===== src/rtl/tinyalu_cmd_issuer.sv =====
// tinyalu_cmd_issuer: FIFO-buffered command issuer driving tinyalu start/op/A/B, in-order responses.
// Define TINYALU_ISSUE_TIMEOUT_EN to abort an ISSUE that sees no done within TIMEOUT_CYCLES.
module tinyalu_cmd_issuer #(
  parameter int DEPTH = 4,
  parameter int TIMEOUT_CYCLES = 16
) (
  input  logic                         clk,
  input  logic                         reset_n,
  input  logic                         cmd_valid,
  output logic                         cmd_ready,
  input  logic [2:0]                   cmd_op,
  input  logic [7:0]                   cmd_a,
  input  logic [7:0]                   cmd_b,
  output logic                         rsp_valid,
  input  logic                         rsp_ready,
  output logic [15:0]                  rsp_result,
  output logic [2:0]                   rsp_op,
  output logic                         rsp_err,
  output logic                         alu_start,
  output logic [2:0]                   alu_op,
  output logic [7:0]                   alu_a,
  output logic [7:0]                   alu_b,
  input  logic                         alu_done,
  input  logic [15:0]                  alu_result,
  output logic [$clog2(DEPTH+1)-1:0]   fifo_count,
  output logic                         busy
);
  localparam int PW = $clog2(DEPTH);
  localparam int CW = $clog2(DEPTH + 1);
  localparam logic [1:0] IDLE = 2'd0, ISSUE = 2'd1, GAP = 2'd2, RESP = 2'd3;
  logic [18:0] mem_q [DEPTH];
  logic [18:0] head;
  logic [PW-1:0] wr_q, rd_q;
  logic [CW-1:0] cnt_q, cnt_d;
  logic [1:0] state_q, state_d;
  logic start_q, start_d, vld_q, vld_d, err_q, err_d;
  logic [2:0] aop_q, aop_d, rop_q, rop_d;
  logic [7:0] a_q, a_d, b_q, b_d;
  logic [15:0] res_q, res_d;
  logic push, pop, legal, nop, expire;
  assign head = mem_q[rd_q];
  assign legal = head[18:16] inside {3'd1, 3'd2, 3'd3, 3'd4};
  assign nop = head[18:16] == 3'd0 || head[18:16] == 3'd7;
  assign cmd_ready = cnt_q < CW'(DEPTH);
  assign push = cmd_valid && cmd_ready;
  assign pop = state_q == IDLE && cnt_q != '0;
  assign cnt_d = cnt_q + CW'(push) - CW'(pop);
  assign fifo_count = cnt_q;
  assign busy = state_q != IDLE || cnt_q != '0;
  assign alu_start = start_q;
  assign alu_op = aop_q;
  assign alu_a = a_q;
  assign alu_b = b_q;
  assign rsp_valid = vld_q;
  assign rsp_result = res_q;
  assign rsp_op = rop_q;
  assign rsp_err = err_q;
`ifdef TINYALU_ISSUE_TIMEOUT_EN
  localparam int TW = $clog2(TIMEOUT_CYCLES + 1);
  logic [TW-1:0] to_q;
  assign expire = to_q == TW'(TIMEOUT_CYCLES - 1);
  always_ff @(posedge clk)
    to_q <= (!reset_n || state_q != ISSUE) ? '0 : to_q + 1'b1;
`else
  logic unused_to;
  assign unused_to = TIMEOUT_CYCLES > 0;
  assign expire = 1'b0;
`endif
  always_comb begin
    state_d = state_q;
    start_d = start_q;
    aop_d = aop_q;
    a_d = a_q;
    b_d = b_q;
    vld_d = vld_q;
    res_d = res_q;
    rop_d = rop_q;
    err_d = err_q;
    case (state_q)
      IDLE: if (pop) begin
        rop_d = head[18:16];
        if (legal) begin
          aop_d = head[18:16];
          a_d = head[15:8];
          b_d = head[7:0];
          start_d = 1'b1;
          state_d = ISSUE;
        end else begin
          res_d = '0;
          err_d = !nop;
          vld_d = 1'b1;
          state_d = RESP;
        end
      end
      // done arriving on the expiry edge wins over the timeout
      ISSUE: if (alu_done || expire) begin
        res_d = alu_done ? alu_result : '0;
        err_d = !alu_done;
        start_d = 1'b0;
        state_d = GAP;
      end
      GAP: begin
        vld_d = 1'b1;
        state_d = RESP;
      end
      default: if (rsp_ready) begin
        vld_d = 1'b0;
        state_d = IDLE;
      end
    endcase
  end
  always_ff @(posedge clk)
    if (push) mem_q[wr_q] <= {cmd_op, cmd_a, cmd_b};
  always_ff @(posedge clk) begin
    if (!reset_n) begin
      state_q <= IDLE;
      cnt_q <= '0;
      wr_q <= '0;
      rd_q <= '0;
      start_q <= 1'b0;
      aop_q <= '0;
      a_q <= '0;
      b_q <= '0;
      vld_q <= 1'b0;
      res_q <= '0;
      rop_q <= '0;
      err_q <= 1'b0;
    end else begin
      state_q <= state_d;
      cnt_q <= cnt_d;
      wr_q <= wr_q + PW'(push);
      rd_q <= rd_q + PW'(pop);
      start_q <= start_d;
      aop_q <= aop_d;
      a_q <= a_d;
      b_q <= b_d;
      vld_q <= vld_d;
      res_q <= res_d;
      rop_q <= rop_d;
      err_q <= err_d;
    end
  end
endmodule

===== config.mk =====
export PLATFORM = sky130hd
export DESIGN_NAME = tinyalu_cmd_issuer
export DESIGN_NICKNAME = d
export VERILOG_FILES = /design/src/rtl/tinyalu_cmd_issuer.sv
export SDC_FILE = /design/constraint.sdc
export NUM_CORES = 1
export LEC_CHECK = 0
export BUFFER_PORTS_ARGS = -buffer_cell sky130_fd_sc_hd__buf_2
export CAP_MARGIN = 20
export CORE_MARGIN = 3
export CORE_UTILIZATION = 35
export DETAILED_ROUTE_END_ITERATION = 6
export GPL_TIMING_DRIVEN = 0
export PLACE_DENSITY = 0.6
export SLEW_MARGIN = 20
export SYNTH_ARGS = -nofsm -noshare
export SYNTH_HDL_FRONTEND = slang
export SYNTH_SLANG_ARGS = --single-unit

===== constraint.sdc =====
create_clock -name clk -period 6.05 [get_ports clk]
set_clock_uncertainty 0.2 [all_clocks]
set_input_delay 1.21 -clock clk [delete_from_list [all_inputs] [get_ports clk]]
set_output_delay 1.21 -clock clk [all_outputs]
set_load 0.1 [all_outputs]

==> reports/qor.txt <==
worst-path maximum fanout: 4
WL final: 10500 um
final hold vios: 0
gpl congestion: 0.762
CTS tree: built
Post-route DRC: 0
DR iter-0 viols: 146
hold_buf cts: 0
cell area after synthesis: 5040 um^2
adder-cell share of the synthesized area: 1.88%
Via density: 4.81
Post-Synth Simple-Gate Area: 9.75%
die area: 15900 um^2
startpoint types: flip-flop
Worst Tran Pin Value: 1.07 ns
clock root buffer: clkbuf_16
Antenna Nets Post-Route: 0
Pwr Density: 594 nW/um^2
flops & latches, synth: 126
Clk Latency, worst-skew pair: 0.41 ns
Port Buffers: 84
Leakage: 2.49 nW
Setup TNS: 0 ns
routed wire length per instance: 16.2 um
Post-synth EDFFs: 76
Multi-input gate area: 1630 um^2
vias in the first global route: 3250
Total GRT Usage: 13.9%
grt met2 use: 23.2%
setup repair bufs after CTS: 0
GR peak layer: met2
xor/xnor share of the synthesized area: 1.22%
total area of sequential cells: 3280 um^2
clock buffer depth: 2
Die Width: 126 um
post-layout util: 45.4%
Area contributors post-synth: edfxtp_1 45%, dfxtp_1 20%, mux4_2 7.6%, mux2i_1 6.7%, nand2_1 4.3%
Yosys warnings: 0
CTS buffer count: 17
Die Span Y: 126 um
post-synthesis sequential area ratio: 65.1%
Antenna diodes: 0
Initial Util: 36.1%
Achievable Freq: 294 MHz
Yosys cell types: 47
data required time at the worst endpoint: 4.64 ns
Yosys top cell by area: edfxtp_1
GR met1 Demand/Resource: 16.4%
peak supply drop: 0.355 mV
critical path type: reg -> out
CTS clk-pin slew, worst paths: 0.06 ns
dpl hpwl: 7140 um
nets@finish: 502
status: completed
total power: 3.77 mW
largest family of logic cells by synthesized area: multiplexers
Boundary Pins: 86
P&R area growth vs syn: 25.8%
Hold Path Class: reg -> reg
layout cells sized above 1: 33.3%
post-synthesis mux area share: 15.4%
Synth Area in Compound Gates: 3.70%
fin crit share: 56.2%
RSZ-0062 raised after global routing: no
Worst Setup End Kind: primary output
final period demand of the worst path: 3.40 ns
global routing usage on met3: 5.60%
Avg Cell Area, Syn: 14.5 um^2
FFs w/ async S/R, synth: 0%
Core Area: 14000 um^2
final setup fails: 0
initial antenna violation count: 0
FP Rows: 43
CTS H-tree lvls: 4
Max-cap violations: 0
share of the synthesized area in the top cell type: 45.2%
largest net degree at the start of global routing: 20
Fillers: 1269
grt ovf: 0
post-cts sizing count: 0
first-pass GRT wire length: 16800 um
total number of vias: 3120
ys flop type: edfxtp_1
Post-Synthesis Cells: 349
CTS Sinks: 126
headroom to the max-slew limit: 28.8%
DRT Pass-1 Iters: 4
CP arrival: 1.99 ns
Syn Nets: 396
Final Slew Violations: 0
worst paths after layout:
| check | startpoint | to | slack, ns | depth (start not counted) |
|---|---|---|---|---|
| setup / recovery | state_q[0] | busy | 2.65 | 4 |
| hold / removal | alu_b[4] | alu_b[4] | 0.26 | 2 |
| setup reg to reg | state_q[0] | fifo_count[2] | 3.32 | 11 |
| hold reg to reg | alu_b[4] | alu_b[4] | 0.26 | 2 |
where the power goes:
group | internal, mW | switching [mW]
Sequential | 1.06 | 0.0773
Clock | 0.651 | 0.389
Combinational | 0.470 | 1.12
synthesized netlist by cell type (4+ instances only):
cell and instances:
a21boi_0 4, and2_1 4, clkbuf_1 13, dfxtp_1 50, edfxtp_1 76, ha_1 6, inv_1 6, mux2i_1 34
mux4_2 17, nand2_1 58, nand3_1 19, nor2_1 6, xnor2_1 6
metrics by stage:
| step | hold slack (ns) | std cells | setup WS, ns | instance area (um^2) |
|---|---|---|---|---|
| after floorplan | 0.297 | 349 | 2.39 | 5040 |
| after global placement | 0.239 | 613 | 1.05 | 5690 |
| after detailed placement | 0.251 | 616 | 2.77 | 5730 |
| after CTS | 0.259 | 648 | 2.61 | 6350 |
| after global routing | 0.284 | 648 | 2.55 | 6350 |
| final | 0.257 | 648 | 2.65 | 6350 |
registers in the layout (all words and copies together), names as in the netlist, 3 cells and up:
register	count
fifo_count	3
alu_op	3
alu_a	8
rsp_result	16
alu_b	8
mem_q	76
rsp_op	3
critical path, cell delays in order, from the launching register on:
cell,delay (ns)
dfxtp_1,0.33
inv_1,0.10
ha_1,0.17
or4b_2,0.65
buf_2,0.33
logic make-up (layout without fill, tap and decap cells):
family,after synthesis,count (layout)
simple gates,104,104
xor+xnor,7,7
buf+inv,28,147
mux,53,53
fa+ha+maj,7,7
flops,126,126
compound gates,24,24
area by class of cell:
cell class                 count  share of cell area (%)
clock inverter                13                    2.33
buffer                        22                    2.03
sequential                   126                    51.7
tap                          180                    3.55
timing repair buffer          87                    7.04
multi-input combinational    195                    25.7
inverter                       6                   0.355
clock buffer                  19                    7.31
routing by layer:
layer	vias up	part of all wire, %
li1	1501	-
met3	10	6.5
met4	0	1.0
met5	-	0
met1	1526	42
met2	83	50
placed cells by master, fill, tap and decap left out, types with 3 or more instances in the layout:
master,n
nand3_1,19
inv_6,6
buf_6,4
buf_4,3
clkbuf_16,18
clkbuf_1,13
mux4_2,17
mux2i_1,34
xnor2_1,6
nor2b_1,3
nor2_1,5
ha_1,6
dfxtp_1,50
a21oi_1,3
o21ai_0,3
buf_2,87
inv_1,6
a21boi_0,4
and2_1,4
nand2_1,58
edfxtp_1,76
No activity file was read; power rests on OpenSTA's default activity.
